**config.mk**
```make
export PLATFORM = sky130hd
export DESIGN_NAME = ms_timer_arbiter
export DESIGN_NICKNAME = d
export VERILOG_FILES = /design/src/rtl/ms_timer_arbiter.sv
export SDC_FILE = /design/constraint.sdc
export NUM_CORES = 1
export LEC_CHECK = 0
export BUFFER_PORTS_ARGS = -buffer_cell sky130_fd_sc_hd__buf_2
export CORE_MARGIN = 4
export CORE_UTILIZATION = 45
export CTS_BUF_LIST = sky130_fd_sc_hd__clkbuf_16
export DETAILED_ROUTE_END_ITERATION = 10
export PLACE_DENSITY = 0.71
export RECOVER_POWER = 25
export SETUP_SLACK_MARGIN = 0.2
export SLEW_MARGIN = 20
export SYNTH_ARGS = -nofsm -noshare
export SYNTH_HDL_FRONTEND = slang
export SYNTH_SLANG_ARGS = --single-unit
```
**constraint.sdc**
```tcl
create_clock -name clk -period 4.8 [get_ports clk]
set_clock_uncertainty 0.05 [all_clocks]
set_input_delay 0.72 -clock clk [delete_from_list [all_inputs] [get_ports clk]]
set_output_delay 0.72 -clock clk [all_outputs]
set_load 0.01 [all_outputs]
```
**src/rtl/ms_timer_arbiter.sv**
```systemverilog
// Shared millisecond delay timer with round-robin arbitration between NREQ requesters.
// Define MSARB_FIXED_PRIO_EN for fixed priority (lowest index wins) instead of round-robin.
module ms_timer_arbiter #(
    parameter int NREQ = 4,
    parameter int DW   = 16,
    parameter int DIV  = 1000,
    parameter int DIVW = 10
) (
    input  logic              clk,
    input  logic              reset,
    input  logic [NREQ-1:0]   req,
    input  logic [NREQ*DW-1:0] dly,
    output logic [NREQ-1:0]   gnt,
    output logic [NREQ-1:0]   done,
    output logic              busy,
    output logic              tick
);

    localparam int IW = $clog2(NREQ);
    localparam int SW = IW + 1;
    localparam logic [DIVW-1:0] PRESC_LAST = DIVW'(DIV - 1);

    typedef enum logic [1:0] {IDLE, RUN, DONE} state_t;

    state_t          state;
    logic [IW-1:0]   own;
    logic [IW-1:0]   ptr;
    logic [IW-1:0]   ptr_next;
    logic [DW-1:0]   rem;
    logic [DIVW-1:0] presc;
    logic [NREQ-1:0] gnt_reg;
    logic [NREQ-1:0] done_reg;

    logic [IW-1:0]   sel;
    logic            sel_valid;
    logic [SW-1:0]   scan_idx;
    logic [DW-1:0]   sel_dly;
    logic [NREQ-1:0] sel_onehot;
    logic [NREQ-1:0] own_onehot;

    // Scan downward in offset so the entry closest to ptr is the last (winning) assignment.
    always_comb begin
        sel       = '0;
        sel_valid = 1'b0;
        scan_idx  = '0;
        for (int k = NREQ - 1; k >= 0; k--) begin
            scan_idx = {1'b0, ptr} + SW'(k);
            if (scan_idx >= SW'(NREQ))
                scan_idx = scan_idx - SW'(NREQ);
            if (req[scan_idx[IW-1:0]]) begin
                sel       = scan_idx[IW-1:0];
                sel_valid = 1'b1;
            end
        end
    end

    assign sel_dly = dly[int'(sel)*DW +: DW];

    generate
        for (genvar gi = 0; gi < NREQ; gi++) begin : g_onehot
            assign sel_onehot[gi] = (sel == IW'(gi));
            assign own_onehot[gi] = (own == IW'(gi));
        end
    endgenerate

`ifdef MSARB_FIXED_PRIO_EN
    assign ptr_next = '0;
`else
    assign ptr_next = (own == IW'(NREQ - 1)) ? '0 : own + 1'b1;
`endif

    assign tick = (presc == PRESC_LAST);
    assign busy = (state != IDLE);
    assign gnt  = gnt_reg;
    assign done = done_reg;

    always_ff @(posedge clk or negedge reset) begin
        if (!reset) begin
            state    <= IDLE;
            own      <= '0;
            ptr      <= '0;
            rem      <= '0;
            presc    <= '0;
            gnt_reg  <= '0;
            done_reg <= '0;
        end else begin
            done_reg <= '0;
            presc    <= tick ? '0 : presc + 1'b1;
            case (state)
                IDLE: begin
                    // A zero delay parks in RUN with rem==0 for one cycle so done lands one cycle after gnt.
                    if (sel_valid) begin
                        own     <= sel;
                        rem     <= sel_dly;
                        presc   <= '0;
                        gnt_reg <= sel_onehot;
                        state   <= RUN;
                    end
                end
                RUN: begin
                    if (!req[own]) begin
                        state   <= IDLE;
                        gnt_reg <= '0;
                        ptr     <= ptr_next;
                    end else if (rem == '0) begin
                        state    <= DONE;
                        done_reg <= own_onehot;
                    end else if (tick) begin
                        rem <= rem - 1'b1;
                        if (rem == DW'(1)) begin
                            state    <= DONE;
                            done_reg <= own_onehot;
                        end
                    end
                end
                DONE: begin
                    state   <= IDLE;
                    gnt_reg <= '0;
                    ptr     <= ptr_next;
                end
                default: state <= IDLE;
            endcase
        end
    end

endmodule

```
==> results.json, run 1 <==
{
  "postCtsResizedCells": 0,
  "syn_nets": 392,
  "yosys_warnings": 0,
  "cts_max_level": 2,
  "fmax_ghz": 0.371,
  "status": "complete, but fails checks",
  "power.density_nw_per_um2": 528,
  "avgRoutedWirePerCell_um": 15.5,
  "violations": "capacitance limit, slew limit",
  "portBuffers": 79,
  "clockPowerShare_pct": 18.2,
  "worst_slack_ns": 2.10,
  "swShare_pct": 43.3,
  "synthArstFlopShare_pct": 100,
  "cp.required_ns": 4.94,
  "largest_reg_flops": 16,
  "drc": 0,
  "seq_area_um2": 1000,
  "internal-power_mw": 1.01,
  "critPathCaptureType": "flop",
  "finalInstanceArea_um2": 3360,
  "total_power_mw": 1.77,
  "critPathLaunchType": "flop",
  "drv_slew": 41,
  "yosysSeqAreaShare_pct": 36.0,
  "start_util_pct": 46.7,
  "grt_pass1_vias": 2625,
  "synth_edf_count": 0,
  "dieArea_um2": 7500,
  "placed_area_um2": 3220,
  "irDropWorstVdd_uv": 404,
  "min_period_ns": 2.70,
  "fill_cells": 564,
  "hold_class": "flop to flop",
  "post-place-ws_ns": 2.02,
  "pwr-share-comb_pct": 48.0,
  "place_congestion": 0.903,
  "worst_pin_slew_ns": 2.12,
  "synth-seq-cells": 40,
  "drive_gt1_share_pct": 27.2,
  "leakage_nw": 1.61,
  "tritoncts": "yes",
  "avgSynthCellArea_um2": 8.91,
  "sequentialPowerShare_pct": 33.7,
  "clock_sinks": 40,
  "post-route-period-util_pct": 56.2,
  "maxSlewHeadroom_pct": -41.1,
  "die_w_um": 86.6,
  "grt_first_pass_wirelength_um": 12000,
  "viasPerCell": 5.64,
  "num_vias": 2598,
  "antenna_found_initial": 0,
  "setup_tns_ns": 0,
  "area_delta_synth_final_pct": 20.8,
  "fin_nets": 465,
  "dr.pass1.iters": 4,
  "rsz0062_at_grt": "no",
  "cts_setup_buffers": 0,
  "overflow": 0,
  "grt_usage_pct": 19.8,
  "fin_util_pct": 56.4,
  "top_usage_layer": "met2",
  "cp.arrival_ns": 2.84,
  "crit_chain": "inv_1 -> ha_1 -> or4b_4 -> nor4_4 -> a2111o_2 -> nand2_1 -> and3_1 -> o22ai_1",
  "multiInputGateArea_um2": 1650,
  "cts_hold_buf": 0,
  "die_y_um": 86.6,
  "diodes": 0,
  "drt_iter0_markers": 180,
  "hold_slack_ns": 0.442,
  "regMostFlops": "rem",
  "place_inst": 453,
  "synth_flop_cell": "dfrtp_1",
  "slowest_delay_ns": 0.54,
  "grt_max_degree": 41,
  "synth_top_cell_by_area": "dfrtp_1",
  "reg_top3": "rem (16), presc (10)",
  "core_um2": 5960,
  "synth_area_leaders": "dfrtp_1 (36%), mux2i_1 (6.8%), nand2_1 (5.1%), ha_1 (4.5%), mux2_2 (3.2%)",
  "dp_hpwl_um": 5480,
  "slowest_stage": "or4b_4",
  "rows": 28,
  "cts_buffer_depth": 2,
  "synth_cells": 312,
  "synth.top_cell.area_share_pct": 36.0,
  "clk_latency_ns": 0.29,
  "syn_area_um2": 2780,
  "finalHoldViolCount": 0,
  "wl_um": 7160,
  "ios": 80,
  "grt_use_met2_pct": 31.6,
  "final_cells": 461,
  "path_clk_slew_ns": 0.06,
  "cp_max_fo": 16,
  "timing_worst_setup_path_type": "flop to flop",
  "ant_nets": 0,
  "clockRootBuffer": "clkbuf_16",
  "cts_made_buffers": 5,
  "setup_viol": 0,
  "p_switching_uw": 768,
  "grt_use_met3_pct": 3.42,
  "use_met1_pct": 27.0,
  "cap_violations": 1,
  "ys_types": 60
}
-- synthesized netlist by cell type (6+ instances only) --
library cell  instances
a21oi_1               9
a31oi_1               6
and3_1                7
clkbuf_1             10
dfrtp_1              40
ha_1                 10
inv_1                16
mux2_2                8
mux2i_1              19
nand2_1              38
nand3_1              15
nor2_1               22
nor3_1                9
o21ai_0              10
o21ai_1               9
-- worst max-delay path, delay by kind of cell (launching register included) --
family	cells	cell delay (ns)
compound gates	2	0.51
fa+ha+maj	1	0.25
buf+inv	1	0.09
flops	1	0.46
simple gates	4	1.25
-- final timing paths --
path | depth (start not counted) | slack (ns) | endpoint | from
max | 8 | 2.10 | rem[12] | rem[0]
min | 1 | 0.44 | presc[0] | presc[0]
max reg2reg | 8 | 2.10 | rem[12] | rem[0]
min reg2reg | 1 | 0.44 | presc[0] | presc[0]
max in group asynchronous | 1 | 2.49 | rem[14] | reset
min in group asynchronous | 1 | 0.99 | ptr[1] | reset
-- cells in the final DEF (no fill, tap or decap), drive strengths merged, types with 2 or more instances in the layout --
cell type   n
buf        80
dfrtp      40
nand2      40
nor2       22
mux2i      19
o21ai      19
inv        16
nand3      15
ha         10
a21oi       9
nor3        9
mux2        8
and3        7
a31oi       6
and2        6
clkbuf      6
a211oi      5
or4         5
nor4        5
xnor2       4
xor2        4
nand3b      3
a22o        3
a211o       3
o311ai      3
o22ai       3
a21o        2
or2         2
o41ai       2
o31ai       2
a311o       2
clkinvlp    2
nor3b       2
a31o        2
-- logic make-up (layout without fill, tap and decap cells) --
group | Yosys count | after routing | synth area share (%)
AOI/OAI and AO/OA | 72 | 72 | 18.2
adders and majority gates | 10 | 10 | 4.50
and+or+nand+nor | 123 | 123 | 23.1
muxes | 28 | 28 | 11.0
buffers and inverters | 31 | 105 | 4.64
xor gates and xnor gates | 8 | 8 | 2.52
DFF | 40 | 40 | 36.0
-- area by class of cell --
class,count,share of cell area (%)
Clock inverter,3,0.559
Tap cell,75,2.79
Multi-Input combinational cell,241,49.1
Inverter,16,1.79
Sequential cell,40,29.8
Clock buffer,5,3.73
Timing Repair Buffer,81,12.2
-- power groups by stage --
stage | clock network [mW] | registers, mW | logic (mW)
2_1_floorplan | 0 | 0.565 | 0.652
3_3_place_gp | 0 | 0.594 | 0.834
3_5_place_dp | 0 | 0.597 | 0.853
4_1_cts | 0.330 | 0.595 | 0.856
5_1_grt | 0.347 | 0.619 | 0.954
6_report | 0.323 | 0.599 | 0.852
-- per-layer routing --
layer,vias up,wire length [µm]
li1,1288,-
met1,1193,3240
met2,109,3350
met3,8,461
met4,0,106
met5,-,0
No activity file was read; power rests on OpenSTA's default activity.
==> inputs of run 2 (changes only) <==
- PLACE_DENSITY: 0.71 -> 0.74
- clock period: 4.8 -> 2.23 ns (I/O delays scaled with it)
==> run 2 against run 1 <==
  * The flow finishes with violations (setup timing)
  * Global-route usage increased by 1.7 points
  * First-iteration DRC count increased by 19%
  * Wire length is 18% higher
  * Clock-buffer cell count unchanged
  * Die area stayed put
  * Highest routed layer unchanged
  * Critical path depth did not move
  * Power grew to 2.7 times the previous value
  * Setup slack got worse by 2.2 ns
==> results.json, run 2 (synthesis results as in run 1) <==
{
  "status": "complete, but fails checks",
  "violations": "setup timing",
  "path_clk_slew_ns": 0.06,
  "cp_max_fo": 10,
  "tritoncts": "yes",
  "grt_use_met2_pct": 35.3,
  "fmax_ghz": 0.425,
  "drive_gt1_share_pct": 45.3,
  "dieArea_um2": 7500,
  "grt_use_met3_pct": 5.23,
  "overflow": 0,
  "diodes": 0,
  "clk_latency_ns": 0.29,
  "dr.pass1.iters": 4,
  "area_delta_synth_final_pct": 44.6,
  "num_vias": 2933,
  "cp.required_ns": 2.35,
  "timing_worst_setup_path_type": "flop to flop",
  "drt_iter0_markers": 214,
  "worst_slack_ns": -0.123,
  "grt_pass1_vias": 2771,
  "r2r_cells": 8,
  "wl_um": 8420,
  "critPathLaunchType": "flop",
  "post-route-period-util_pct": 106,
  "clock_sinks": 40,
  "maxSlewHeadroom_pct": 34.2,
  "layout.cells.most_common_list": "buf_2 (79), buf_4 (42), dfrtp_1 (40)",
  "p_switching_mw": 2.02,
  "final_common_cell": "buf_2",
  "grt_max_degree": 41,
  "top_usage_layer": "met2",
  "finalHoldViolCount": 0,
  "min_period_ns": 2.35,
  "rsz0062_at_grt": "yes",
  "clockRootBuffer": "clkbuf_16",
  "viasPerCell": 5.77,
  "drc": 0,
  "avgRoutedWirePerCell_um": 16.6,
  "portBuffers": 79,
  "largest_reg_flops": 16,
  "leakage_nw": 1.91,
  "grt_first_pass_wirelength_um": 12800,
  "ios": 80,
  "total_power_mw": 4.81,
  "reg_top3": "rem (16), presc (10)",
  "critPathCaptureType": "flop",
  "rows": 28,
  "die_y_um": 86.6,
  "cts_max_level": 2,
  "cp.arrival_ns": 2.48,
  "swShare_pct": 42.1,
  "slowest_stage": "or4b_4",
  "power.density_nw_per_um2": 1200,
  "setup_tns_ns": -0.444,
  "drv_slew": 0,
  "crit_family": "simple AND/OR/NAND/NOR gates",
  "placed_area_um2": 3550,
  "use_met1_pct": 27.6,
  "cts_buffer_depth": 2,
  "finalInstanceArea_um2": 4020,
  "cts_hold_buf": 0,
  "crit_chain": "inv_2 -> ha_4 -> or4b_4 -> nor4_4 -> a2111o_2 -> and2_4 -> a41oi_2 -> a32o_1",
  "grt_usage_pct": 21.5,
  "fill_cells": 470,
  "place_congestion": 0.860,
  "antenna_found_initial": 0,
  "start_util_pct": 46.7,
  "setup_viol": 5,
  "dp_hpwl_um": 5980,
  "ant_nets": 0,
  "irDropWorstVdd_uv": 781,
  "cts_made_buffers": 5,
  "worst_pin_slew_ns": 0.987,
  "hold_class": "input pin to async pin",
  "fin_nets": 512,
  "pwr-share-comb_pct": 57.6,
  "fin_util_pct": 67.5,
  "die_w_um": 86.6,
  "regMostFlops": "rem",
  "cap_violations": 0,
  "worst-path-buf-inv": 1,
  "internal-power_mw": 2.79,
  "slowest_delay_ns": 0.50,
  "hold_slack_ns": 0.232,
  "cp.depth": 8,
  "sequentialPowerShare_pct": 25.2,
  "core_um2": 5960,
  "clockPowerShare_pct": 17.2
}
==> run 2: worst paths after layout <==
check	start	slack, ns	to
max	rem[1]	-0.12	rem[3]
min	reset	0.23	done[2]
max reg2reg	rem[1]	-0.12	rem[3]
min reg2reg	gnt[3]	0.44	gnt[3]
max in group asynchronous	reset	1.29	rem[11]
min in group clk	dly[7]	0.36	rem[7]
==> run 2: final cells by class <==
| cell class | count | area [µm²] | share of cell area, % |
|---|---|---|---|
| well taps | 75 | 93.8 | 2.33 |
| inverters | 16 | 60.1 | 1.49 |
| clock buffers | 5 | 125 | 3.11 |
| repair buffers | 128 | 801 | 19.9 |
| clock inverters | 3 | 42.5 | 1.06 |
| flip-flops and latches | 40 | 1000 | 24.9 |
| multi-input cells | 241 | 1900 | 47.2 |
==> run 2: worst register-to-register path, cell delays in order (launching register included) <==
cell	delay, ns
dfrtp_1	0.40
inv_2	0.09
ha_4	0.13
or4b_4	0.50
nor4_4	0.23
a2111o_2	0.29
and2_4	0.27
a41oi_2	0.06
a32o_1	0.24
==> run 2: metrics by stage <==
| stage | setup slack (ns) | std cells |
|---|---|---|
| 5_1_grt | -0.229 | 508 |
| 3_3_place_gp | -0.0142 | 493 |
| 2_1_floorplan | -0.0639 | 312 |
| 6_report | -0.123 | 508 |
| 3_5_place_dp | -0.0735 | 493 |
| 4_1_cts | -0.0657 | 505 |
==> run 2: power groups by stage <==
stage | clock (mW) | combinational (mW) | sequential, mW
final | 0.828 | 2.77 | 1.21
after global routing | 0.857 | 3.00 | 1.25
after CTS | 0.827 | 2.49 | 1.19
after detailed placement | 0 | 2.34 | 1.18
after global placement | 0 | 2.28 | 1.17
after floorplan | 0 | 1.42 | 1.22
==> run 2: metal layers <==
layer,vias up,wire (µm),share of wire (%)
met4,0,210,2.5
met5,-,0,0
li1,1390,-,-
met2,116,4160,49
met1,1403,3440,41
met3,24,600,7.1
==> run 2: what timing repair did <==
item                                    in CTS  in global routing
resized for setup                           26                 29
endpoints found under the setup margin      23                 22
setup buffers                                4                  3
pin swaps                                    5                 10
gates cloned                                 0                  0
==> inputs of run 3 (changes only) <==
- PLACE_DENSITY: 0.74 -> 0.83
- SLEW_MARGIN: 20 -> default
- clock period: 2.23 -> 2.5 ns (I/O delays scaled with it)
==> run 3 against run 2 <==
  * The run now ends clean
  * Worst hold slack got worse by 0.085 ns
  * Wire length increased by 2.2%
  * Clock-buffer cell count unchanged
  * Largest power group unchanged
  * Critical path depth increased by 1
  * Via count increased by 2.1%
  * Design area decreased by 7.3%
  * Clock power decreased by 25%
==> results.json, run 3 (synthesis results as in run 1) <==
{
  "status": "completed",
  "grt_max_degree": 41,
  "cp_max_fo": 8,
  "drive_gt1_share_pct": 38.2,
  "start_util_pct": 46.7,
  "clockRootBuffer": "clkbuf_16",
  "cp.required_ns": 2.61,
  "clk_latency_ns": 0.28,
  "top_usage_layer": "met2",
  "cts_hold_buf": 0,
  "diodes": 0,
  "die_w_um": 86.6,
  "min_period_ns": 2.43,
  "dp_hpwl_um": 5620,
  "cts_buffer_depth": 2,
  "startpoint": "rem[1]",
  "dr.pass1.iters": 5,
  "rsz0062_at_grt": "yes",
  "cts_max_level": 2,
  "antenna_found_initial": 0,
  "fin_nets": 495,
  "layout.cells.most_common_list": "buf_2 (79), dfrtp_1 (39), nand2_1 (37)",
  "hold_slack_ns": 0.148,
  "avgRoutedWirePerCell_um": 17.5,
  "portBuffers": 79,
  "grt_use_met2_pct": 35.7,
  "critPathCaptureType": "flop",
  "reg_top3": "rem (16), presc (10)",
  "area_delta_synth_final_pct": 34.1,
  "regMostFlops": "rem",
  "leakage_nw": 1.78,
  "post-route-period-util_pct": 97.4,
  "drc": 0,
  "irDropWorstVdd_uv": 782,
  "largest_reg_flops": 16,
  "wl_um": 8600,
  "power.density_nw_per_um2": 1040,
  "use_met1_pct": 26.5,
  "r2r-start": "rem[1]",
  "grt_pass1_vias": 2807,
  "place_congestion": 0.919,
  "grt_usage_pct": 21.2,
  "grt_first_pass_wirelength_um": 12800,
  "maxSlewHeadroom_pct": 42.2,
  "setup_tns_ns": 0,
  "critPathLaunchType": "flop",
  "placed_area_um2": 3320,
  "drv_slew": 0,
  "rows": 28,
  "cts_made_buffers": 5,
  "cap_violations": 0,
  "hold_class": "input pin to async pin",
  "cp.arrival_ns": 2.54,
  "num_vias": 2994,
  "finalHoldViolCount": 0,
  "overflow": 0,
  "ios": 80,
  "setup_viol": 0,
  "die_y_um": 86.6,
  "finalInstanceArea_um2": 3730,
  "worst_pin_slew_ns": 0.868,
  "place_inst": 467,
  "clock_sinks": 40,
  "fmax_ghz": 0.411,
  "final_common_cell": "buf_2",
  "drt_iter0_markers": 421,
  "viasPerCell": 6.10,
  "path_clk_slew_ns": 0.06,
  "timing_worst_setup_path_type": "flop to flop",
  "final_cells": 491,
  "core_um2": 5960,
  "dieArea_um2": 7500,
  "tritoncts": "yes",
  "grt_use_met3_pct": 4.56,
  "ant_nets": 0
}
run 3: cell types whose count changed in the layout (fill, tap and decap cells not counted), moves of 3 or more:
cell / change
nor3_1: +3
buf_4: -16
nor4_2: -3
nor4_1: +4
nor3_2: -3
o21ai_0: +3
run 3: routing by layer:
layer | vias up | wire (µm)
li1 | 1355 | -
met1 | 1420 | 3400
met2 | 170 | 4290
met3 | 49 | 576
met4 | 0 | 332
met5 | - | 0
run 3: worst max-delay path: stages, from the launching register on:
cell	delay, ns
dfrtp_1	0.40
inv_2	0.08
ha_2	0.18
or4b_4	0.52
nor4_4	0.25
a2111o_2	0.30
buf_6	0.16
nor2_1	0.06
o22ai_1	0.22
o21ai_1	0.10
run 3: final timing paths:
kind | end | slack, ns | cells after the start
setup / recovery | rem[11] | 0.07 | 9
hold / removal | rem[13] | 0.15 | 1
setup reg to reg | rem[11] | 0.07 | 9
hold reg to reg | gnt[3] | 0.43 | 2
max in group asynchronous | own[0] | 1.64 | 1
min in group clk | rem[6] | 0.41 | 4
run 3: layout make-up:
cell class              instances  area [µm²]
fillers                       464        2230
clock buffers                   5         125
multi-input cells             241        1770
flip-flops and latches         40        1000
inverters                      16        60.1
well taps                      75        93.8
repair buffers                111         658
clock inverters                 3        18.8
run 3: per-stage QoR:
stage / power, mW / setup slack (ns) / utilization, %
3_3_place_gp: 2.81 / 0.177 / 55.8
3_5_place_dp: 2.87 / 0.110 / 55.8
5_1_grt: 4.15 / 0.0246 / 62.6
2_1_floorplan: 2.34 / 0.198 / -
6_report: 3.90 / 0.0655 / 62.6
4_1_cts: 3.58 / 0.0723 / 59.3
run 3: timing repair:
action,CTS,global route
setup endpoints to repair,11,19
buffers inserted,9,7
pin swaps,6,9
resized for setup,2,31
run 3: power breakdown:
part | switching, mW | internal, mW
clock network | 0.254 | 0.366
registers | 0.321 | 0.864
logic | 1.13 | 0.958
